===== src/rtl/spi_slave_pkg.sv =====
// Shared definitions for the SPI slave datapath: FSM encoding, mode helper
// and the default widths used by the byte receiver and the pulse counter.
`timescale 1ns/1ps

package spi_slave_pkg;

  localparam int unsigned STATE_SIZE            = 2;
  localparam int unsigned DEFAULT_DATAWIDTH_BUS = 8;
  localparam int unsigned DEFAULT_SYNC_STAGES   = 2;
  localparam logic        DEFAULT_CPOL          = 1'b0;
  localparam logic        DEFAULT_CPHA          = 1'b0;

  typedef enum logic [STATE_SIZE-1:0] {
    IDLE   = 2'd0,
    SHIFT  = 2'd1,
    DONE   = 2'd2,
    NOTIFY = 2'd3
  } rx_state_e;

  // Modes 0 and 3 sample on the rising SCLK edge, modes 1 and 2 on the falling edge.
  function automatic logic sample_rising(input logic cpol, input logic cpha);
    return (cpol ^ cpha) == 1'b0;
  endfunction

  localparam logic SAMPLE_RISING = sample_rising(DEFAULT_CPOL, DEFAULT_CPHA);

endpackage


===== src/rtl/spi_sync_edge.sv =====
// Multi-stage synchroniser for one asynchronous pin, followed by a registered
// edge detector producing single-cycle rise/fall strobes.
`timescale 1ns/1ps

module spi_sync_edge #(
  parameter int unsigned STAGES      = 2,
  parameter logic        RESET_LEVEL = 1'b0
) (
  input  logic clk_i,
  input  logic rst_i,
  input  logic pin_i,
  output logic level_o,
  output logic rise_o,
  output logic fall_o
);

  logic [STAGES-1:0] sync_q;
  logic              prev_q;
  logic              rise_q;
  logic              fall_q;

  // Reset to the pin's idle level so releasing reset never fakes an edge.
  always_ff @(posedge clk_i or posedge rst_i) begin
    if (rst_i) begin
      sync_q <= {STAGES{RESET_LEVEL}};
      prev_q <= RESET_LEVEL;
      rise_q <= 1'b0;
      fall_q <= 1'b0;
    end else begin
      // NOTE: non-blocking assignments let every stage sample the value from
      // before the edge; blocking ones would collapse the chain into one flop.
      sync_q <= {sync_q[STAGES-2:0], pin_i};
      prev_q <= sync_q[STAGES-1];
      rise_q <= sync_q[STAGES-1] & ~prev_q;
      fall_q <= ~sync_q[STAGES-1] & prev_q;
    end
  end

  assign level_o = sync_q[STAGES-1];
  assign rise_o  = rise_q;
  assign fall_o  = fall_q;

endmodule


===== src/rtl/spi_slave_byte_receiver.sv =====
// SPI slave front end: synchronises SCLK/MOSI/SS, shifts MOSI in MSB-first and
// emits count / new-data pulses for every completed byte.
`timescale 1ns/1ps

module spi_slave_byte_receiver
  import spi_slave_pkg::*;
#(
  parameter int unsigned DATAWIDTH_BUS = DEFAULT_DATAWIDTH_BUS,
  parameter logic        CPOL          = DEFAULT_CPOL,
  parameter logic        CPHA          = DEFAULT_CPHA,
  parameter int unsigned SYNC_STAGES   = DEFAULT_SYNC_STAGES
) (
  input  logic                               PULSE_COUNTER_CLOCK_50,
  input  logic                               PULSE_COUNTER_RESET_InHigh,
  input  logic                               SPI_SCLK_In,
  input  logic                               SPI_MOSI_In,
  input  logic                               SPI_SS_InLow,
  output logic [DATAWIDTH_BUS-1:0]           RX_data_Out,
  output logic                               RX_count_OutHigh,
  output logic                               RX_newData_OutHigh,
  output logic [$clog2(DATAWIDTH_BUS):0]     RX_bitCount_Out,
  output logic                               RX_frameError_OutHigh
);

  localparam int unsigned CNT_W              = $clog2(DATAWIDTH_BUS) + 1;
  localparam logic        SAMPLE_EDGE_RISING = sample_rising(CPOL, CPHA);
  localparam logic [CNT_W-1:0] LAST_BIT      = CNT_W'(DATAWIDTH_BUS - 1);

  logic clk;
  logic rst;
  assign clk = PULSE_COUNTER_CLOCK_50;
  assign rst = PULSE_COUNTER_RESET_InHigh;

  logic sclk_level, sclk_rise, sclk_fall;
  logic ss_level, ss_rise, ss_fall;
  logic sample_edge;
  logic mosi_bit;

  spi_sync_edge #(
    .STAGES      (SYNC_STAGES),
    .RESET_LEVEL (CPOL)
  ) u_sclk_sync (
    .clk_i   (clk),
    .rst_i   (rst),
    .pin_i   (SPI_SCLK_In),
    .level_o (sclk_level),
    .rise_o  (sclk_rise),
    .fall_o  (sclk_fall)
  );

  spi_sync_edge #(
    .STAGES      (SYNC_STAGES),
    .RESET_LEVEL (1'b1)
  ) u_ss_sync (
    .clk_i   (clk),
    .rst_i   (rst),
    .pin_i   (SPI_SS_InLow),
    .level_o (ss_level),
    .rise_o  (ss_rise),
    .fall_o  (ss_fall)
  );

  // MOSI gets the same synchroniser depth so it stays aligned to SCLK.
  logic [SYNC_STAGES-1:0] mosi_sync_q;

  always_ff @(posedge clk or posedge rst) begin
    if (rst) begin
      mosi_sync_q <= '0;
    end else begin
      mosi_sync_q <= {mosi_sync_q[SYNC_STAGES-2:0], SPI_MOSI_In};
    end
  end

  assign mosi_bit = mosi_sync_q[SYNC_STAGES-1];

  // Qualifying the strobe with the current level rejects one-clock SCLK glitches.
  assign sample_edge = SAMPLE_EDGE_RISING ? (sclk_rise &  sclk_level)
                                          : (sclk_fall & ~sclk_level);

  rx_state_e                state_q, state_d;
  logic [DATAWIDTH_BUS-1:0] shift_q, shift_d;
  logic [DATAWIDTH_BUS-1:0] data_q,  data_d;
  logic [CNT_W-1:0]         cnt_q,   cnt_d;
  logic                     err_q,   err_d;
  logic                     count_q, count_d;
  logic                     new_q,   new_d;

  always_comb begin
    // NOTE: every output of this block gets a default before the case so no
    // path leaves a signal unassigned, which would infer a latch.
    state_d = state_q;
    shift_d = shift_q;
    data_d  = data_q;
    cnt_d   = cnt_q;
    err_d   = err_q;

    unique case (state_q)
      IDLE: begin
        if (ss_fall) begin
          state_d = SHIFT;
          cnt_d   = '0;
          err_d   = 1'b0;
        end
      end

      SHIFT: begin
        if (ss_rise) begin
          state_d = IDLE;
          cnt_d   = '0;
          if (cnt_q != '0) begin
            err_d = 1'b1;
          end
        end else if (sample_edge) begin
          shift_d = {shift_q[DATAWIDTH_BUS-2:0], mosi_bit};
          cnt_d   = cnt_q + CNT_W'(1);
          if (cnt_q == LAST_BIT) begin
            state_d = DONE;
            data_d  = shift_d;
          end
        end
      end

      DONE: begin
        cnt_d   = '0;
        state_d = NOTIFY;
        if (sample_edge) begin
          err_d = 1'b1;
        end
      end

      NOTIFY: begin
        state_d = ss_level ? IDLE : SHIFT;
        if (sample_edge) begin
          err_d = 1'b1;
        end
      end

      default: state_d = IDLE;
    endcase

    // Pulses are registered from the next state so they line up with DONE/NOTIFY.
    count_d = (state_d == DONE);
    new_d   = (state_d == NOTIFY);
  end

  always_ff @(posedge clk or posedge rst) begin
    if (rst) begin
      state_q <= IDLE;
      shift_q <= '0;
      data_q  <= '0;
      cnt_q   <= '0;
      err_q   <= 1'b0;
      count_q <= 1'b0;
      new_q   <= 1'b0;
    end else begin
      state_q <= state_d;
      shift_q <= shift_d;
      data_q  <= data_d;
      cnt_q   <= cnt_d;
      err_q   <= err_d;
      count_q <= count_d;
      new_q   <= new_d;
    end
  end

  assign RX_data_Out           = data_q;
  assign RX_count_OutHigh      = count_q;
  assign RX_newData_OutHigh    = new_q;
  assign RX_bitCount_Out       = cnt_q;
  assign RX_frameError_OutHigh = err_q;

endmodule


===== config.mk =====
export PLATFORM = sky130hd
export DESIGN_NAME = spi_slave_byte_receiver
export DESIGN_NICKNAME = d
export VERILOG_FILES = /design/src/rtl/spi_slave_pkg.sv /design/src/rtl/spi_sync_edge.sv /design/src/rtl/spi_slave_byte_receiver.sv
export SDC_FILE = /design/constraint.sdc
export NUM_CORES = 1
export LEC_CHECK = 0
export ABC_AREA = 1
export BUFFER_PORTS_ARGS = -buffer_cell sky130_fd_sc_hd__buf_2
export CAP_MARGIN = 0
export CORE_MARGIN = 2
export CORE_UTILIZATION = 55
export DETAILED_ROUTE_END_ITERATION = 10
export PLACE_DENSITY = 0.77
export SLEW_MARGIN = 20
export SYNTH_ARGS = -nofsm -noshare
export SYNTH_HDL_FRONTEND = slang
export SYNTH_HIERARCHICAL = 1
export SYNTH_SLANG_ARGS = --single-unit

===== constraint.sdc =====
create_clock -name PULSE_COUNTER_CLOCK_50 -period 2 [get_ports PULSE_COUNTER_CLOCK_50]
set_input_delay 0.4 -clock PULSE_COUNTER_CLOCK_50 [delete_from_list [all_inputs] [get_ports PULSE_COUNTER_CLOCK_50]]
set_output_delay 0.4 -clock PULSE_COUNTER_CLOCK_50 [all_outputs]
set_load 0.02 [all_outputs]

==> metrics.yaml, run 1 <==
numCtsBuffers: 5
crit_path_max_incr_delay_ns: 0.47
layout-area-overhead-vs-synth_pct: 13.8
ios: 20
use_met1_pct: 23.3
grt-busiest-layer: "met2"
cp.required_ns: 2.22
grt_pass1_wl_um: 3940
clockBufferDepth: 2
cp_slowest_cell: "dfrtp_1"
holdWs_ns: 0.159
timing.fmax_mhz: 666
grt_use_total_pct: 18.9
port_buffers: 19
antenna_found_initial: 0
htree_levels: 2
power_density_mw_per_mm2: 990
slew_violations: 0
total_power_w: 0.00161
gp_congestion: 0.825
netlist_area_mm2: 0.00143
postCtsSetupBuffers: 0
root_buffer: "clkbuf_4"
num_rows: 18
endpoint_kind: "flip-flop"
start_kind: "flip-flop"
crit_type: "reg -> reg"
period_minus_slack_ns: 1.50
path_common_cell: "nand2_1"
arrival_ns: 1.72
place_ws_ns: 0.534
worst_pin_slew_ns: 0.317
num_vias: 984
grt_max_degree: 27
die_area_mm2: 0.00302
setup_viol: 0
final_cells: 202
core_mm2: 0.00248
fin_ws_ns: 0.499
cts_tree: "done"
vdd_drop_max_v: 0.000608
routed_wirelength_um: 2260
tns_ns: 0
slew_headroom_pct: 78.9
wl_per_cell_um: 11.2
finalNetCount: 178
period_share_pct: 75.1
p_leak_nw: 0.875
cap_violations: 0
finClkSkew_ns: 0.0115
syn-instance-count: 145
clk_latency_ns: 0.34
clk_pin_slew_ns: 0.11
min_path_type: "in -> reg"
via_per_inst: 4.87
path_buf_inv: 1
syn-num-nets: 152
cp_top_family: "simple AND/OR/NAND/NOR gates"
path_cells: "ha_1, nand2_1, inv_1, nand4_4, nand2_1, o21ai_2"
ant_nets: 0
diodes: 0
ys_warn_count: 6
gr-usage-met2_pct: 30.8
start_util_pct: 57.7
dp.cells: 193
grt_pass1_vias: 929
rsz0062_at_grt: "no"
cts.sinks: 35
fp.dieW_um: 55.0
critPathMaxFanout: 17
avgSynthCellArea_um2: 9.86
globalRouteMet3Util_pct: 7.26
post-route-drc-count: 0
drive_above_1_share_pct: 25.0
status: "finished, final reports clean"
final_hold_viol_count: 0
first_pass_iters: 4
drtIter0Drc: 14
dp_hpwl_um: 1660
grt-ovfl-total: 0
die_y_um: 55.0
==> worst register-to-register path, delay by kind of cell, from the launching register on <==
family,cells,cell delay (ns)
DFF,1,0.47
and+or+nand+nor,3,0.52
buffers and inverters,1,0.13
AOI/OAI and AO/OA,1,0.06
adders and majority gates,1,0.21
==> area by class of cell <==
| type | count | area (µm²) |
|---|---|---|
| Clock inverter | 1 | 8.76 |
| Inverter | 26 | 97.6 |
| Tap cell | 30 | 37.5 |
| Fill cell | 217 | 850 |
| Multi-Input combinational cell | 82 | 437 |
| Timing Repair Buffer | 21 | 113 |
| Clock buffer | 7 | 55.1 |
| Sequential cell | 35 | 880 |
==> sequential cells by signal (all words and copies together) (netlist names), 2 cells and up <==
| signal | cells |
|---|---|
| RX_data_Out | 8 |
| shift_q | 7 |
| RX_bitCount_Out | 4 |
| mosi_sync_q | 2 |
| state_q | 2 |
| u_sclk_sync/sync_q | 2 |
| u_ss_sync/sync_q | 2 |
==> metal layers <==
| layer | wire length, µm | up-vias |
|---|---|---|
| met1 | 1050 | 464 |
| met2 | 1070 | 17 |
| met4 | 23 | 0 |
| li1 | - | 499 |
| met5 | 0 | - |
| met3 | 115 | 4 |
==> path summary, 6_finish.rpt <==
check / startpoint / to / slack (ns) / cells after the start
min in group asynchronous: PULSE_COUNTER_RESET_InHigh / u_sclk_sync/prev_q / 0.50 / 3
setup / recovery: RX_bitCount_Out[0] / RX_data_Out[3] / 0.50 / 6
hold reg to reg: u_ss_sync/sync_q[0] / u_ss_sync/sync_q[1] / 0.36 / 0
hold / removal: SPI_SS_InLow / u_ss_sync/sync_q[0] / 0.16 / 1
max in group asynchronous: PULSE_COUNTER_RESET_InHigh / RX_count_OutHigh / 1.09 / 4
setup reg to reg: RX_bitCount_Out[0] / RX_data_Out[3] / 0.50 / 6
==> where the power goes <==
part / total (W) / internal [W] / leakage, nW / switching (W)
Sequential: 0.000860 / 0.000787 / 0.457 / 0.0000728
Clock: 0.000402 / 0.000174 / 0.0355 / 0.000228
Combinational: 0.000349 / 0.000118 / 0.383 / 0.000231
==> placed cells by master, fill, tap and decap left out, drive strengths merged, types with 2 or more instances in the layout <==
master and instances:
dfrtp 32, inv 26, dfstp 3, o21ai 20, a21oi 3, nand2 35
nand4 2, nand3 6, ha 2, clkbuf 7, nor2 14, buf 20
==> what timing repair did <==
action / CTS / global route
gates resized for setup: 0 / 0
hold buffers: 1 / 0
endpoints found under the hold margin: 6 / 0
==> per-stage QoR <==
step / cell area [µm²] / utilization, %
2_1_floorplan: 1430 / -
3_3_place_gp: 1550 / 62.7
3_5_place_dp: 1550 / 62.7
4_1_cts: 1630 / 65.7
5_1_grt: 1630 / 65.7
6_report: 1630 / 65.7
No activity file was read; power rests on OpenSTA's default activity.
==> run 2, diff against run 1 <==
==> constraint.sdc (replaced) <==
create_clock -name PULSE_COUNTER_CLOCK_50 -period 1.55 [get_ports PULSE_COUNTER_CLOCK_50]
set_input_delay 0.31 -clock PULSE_COUNTER_CLOCK_50 [delete_from_list [all_inputs] [get_ports PULSE_COUNTER_CLOCK_50]]
set_output_delay 0.31 -clock PULSE_COUNTER_CLOCK_50 [all_outputs]
set_load 0.02 [all_outputs]
==> metrics.yaml, run 2 (synthesis results as in run 1) <==
status: "finished, final reports clean"
cts_tree: "done"
clockBufferDepth: 2  # unchanged
gp_congestion: 0.822  # -0.47%
layout-area-overhead-vs-synth_pct: 14.3
power_density_mw_per_mm2: 1250  # +27%
clk_latency_ns: 0.34  # about the same
slew_headroom_pct: 76.3  # -2.6 points
rsz0062_at_grt: "no"
setup_viol: 0  # unchanged
path_common_cell: "nand2_1"
antenna_found_initial: 0  # unchanged
grt_max_degree: 20  # -26%
tns_ns: 0  # unchanged
dp_hpwl_um: 1670  # +0.11%
path_cells: "ha_1, nand2_1, inv_1, nand4_4, nand2_1, o21ai_2"
diodes: 0  # unchanged
met2WireLength_um: 1210  # +13%
drtIter0Drc: 11  # -3
die_area_mm2: 0.00302  # unchanged
routed_wirelength_um: 2380  # +5.1%
layout_common_cells: "dfrtp_1, nand2_1, inv_1"
ios: 20  # unchanged
min_path_type: "in -> reg"
crit_type: "reg -> reg"
cap_violations: 0  # unchanged
period_minus_slack_ns: 1.42  # -0.0828 ns
start_util_pct: 57.7  # unchanged
endpoint_kind: "flip-flop"
first_pass_iters: 4  # unchanged
critPathMaxFanout: 17  # unchanged
grt-ovfl-total: 0  # unchanged
finClkSkew_ns: 0.0151  # +0.00356 ns
num_rows: 18  # unchanged
postCtsSetupBuffers: 0  # unchanged
cp_top_family: "simple AND/OR/NAND/NOR gates"
dpl_cell_area_mm2: 0.00157  # +1.3%
p_leak_nw: 0.879  # +0.40%
numCtsBuffers: 5  # unchanged
via_per_inst: 4.94  # +1.4%
path_buf_inv: 1  # unchanged
timing.fmax_mhz: 705  # +5.8%
drive_above_1_share_pct: 24.9  # -0.14 points
worst_pin_slew_ns: 0.355  # +0.0379 ns
clk_pin_slew_ns: 0.09  # -0.02 ns
cts.sinks: 35  # unchanged
largest_reg_flops: 8  # unchanged
post-route-util_pct: 66.0  # +0.25 points
cp.required_ns: 1.77  # -0.45 ns
grt_pass1_wl_um: 3840  # -2.6%
post-route-drc-count: 0  # unchanged
wl_per_cell_um: 11.7  # +4.6%
grt_use_total_pct: 19.2  # +0.28 points
final_hold_viol_count: 0  # unchanged
slew_violations: 0  # unchanged
port_buffers: 19  # unchanged
num_vias: 1003  # +1.9%
core_mm2: 0.00248  # unchanged
ant_nets: 0  # unchanged
start_kind: "flip-flop"
arrival_ns: 1.64  # -0.08 ns
wl_met3_um: 128  # +11%
htree_levels: 2  # unchanged
period_share_pct: 91.5  # +16 points
highest_layer: "met4"
root_buffer: "clkbuf_4"
m1WireLength_um: 1030  # -2.0%
vdd_drop_max_v: 0.000847  # +39%
finalInstanceArea_mm2: 0.00163  # +0.38%
finalNetCount: 179  # +0.56%
die_y_um: 55.0  # unchanged
grt_pass1_vias: 899  # -3.2%
crit_path_max_incr_delay_ns: 0.43  # -0.04 ns
cp_slowest_cell: "dfrtp_1"
fp.dieW_um: 55.0  # unchanged
[run 2: changes by cell type in the layout (fill, tap and decap cells not counted)]
cell | before | now
buf_12 | 0 | 1
clkbuf_1 | 1 | 2
clkbuf_8 | 1 | 0
clkinv_2 | 0 | 1
clkinv_4 | 1 | 0
[run 2: path summary, 6_finish.rpt]
check / from / endpoint / slack [ns] / depth (start not counted)
max reg2reg: RX_bitCount_Out[1] / RX_data_Out[3] / 0.13 / 6
max in group asynchronous: PULSE_COUNTER_RESET_InHigh / state_q[0] / 0.64 / 4
min reg2reg: u_ss_sync/sync_q[0] / u_ss_sync/sync_q[1] / 0.36 / 0
min: SPI_SS_InLow / u_ss_sync/sync_q[0] / 0.07 / 1
max: RX_bitCount_Out[1] / RX_data_Out[3] / 0.13 / 6
min in group asynchronous: PULSE_COUNTER_RESET_InHigh / u_sclk_sync/sync_q[0] / 0.41 / 3
[run 2: layout make-up]
cell class,instances,area [µm²]
flip-flops and latches,35,880
multi-input cells,82,437
fillers,216,843
inverters,26,97.6
well taps,30,37.5
clock inverters,1,5.00
clock buffers,7,45.0
repair buffers,22,133
[run 2: metal layers]
metal,vias to the layer above,GRT usage [%]
met2,24,31.2
met4,0,8.94
met5,-,0
li1,501,-
met3,2,8.06
met1,476,22.0
[run 2: what timing repair did]
item	CTS	global route
endpoints found under the setup margin	0	5
hold buffers	1	0
resized for setup	0	0
endpoints found under the hold margin	13	0
[run 2: metrics by stage]
step           instances  hold WS [ns]  total power (W)  setup WS, ns
3_5_place_dp         194         0.221          0.00160         0.122
5_1_grt              203        0.0431          0.00219       0.00641
4_1_cts              203        0.0548          0.00207         0.100
6_report             203        0.0741          0.00205         0.132
3_3_place_gp         194         0.205          0.00157         0.198
2_1_floorplan        145        0.0761          0.00146         0.116
[run 2: where the power goes]
group | leakage (nW) | total (W) | switching (W) | internal [W]
clock network | 0.0293 | 0.000464 | 0.000287 | 0.000177
logic | 0.392 | 0.000499 | 0.000327 | 0.000172
registers | 0.457 | 0.00109 | 0.0000705 | 0.00102
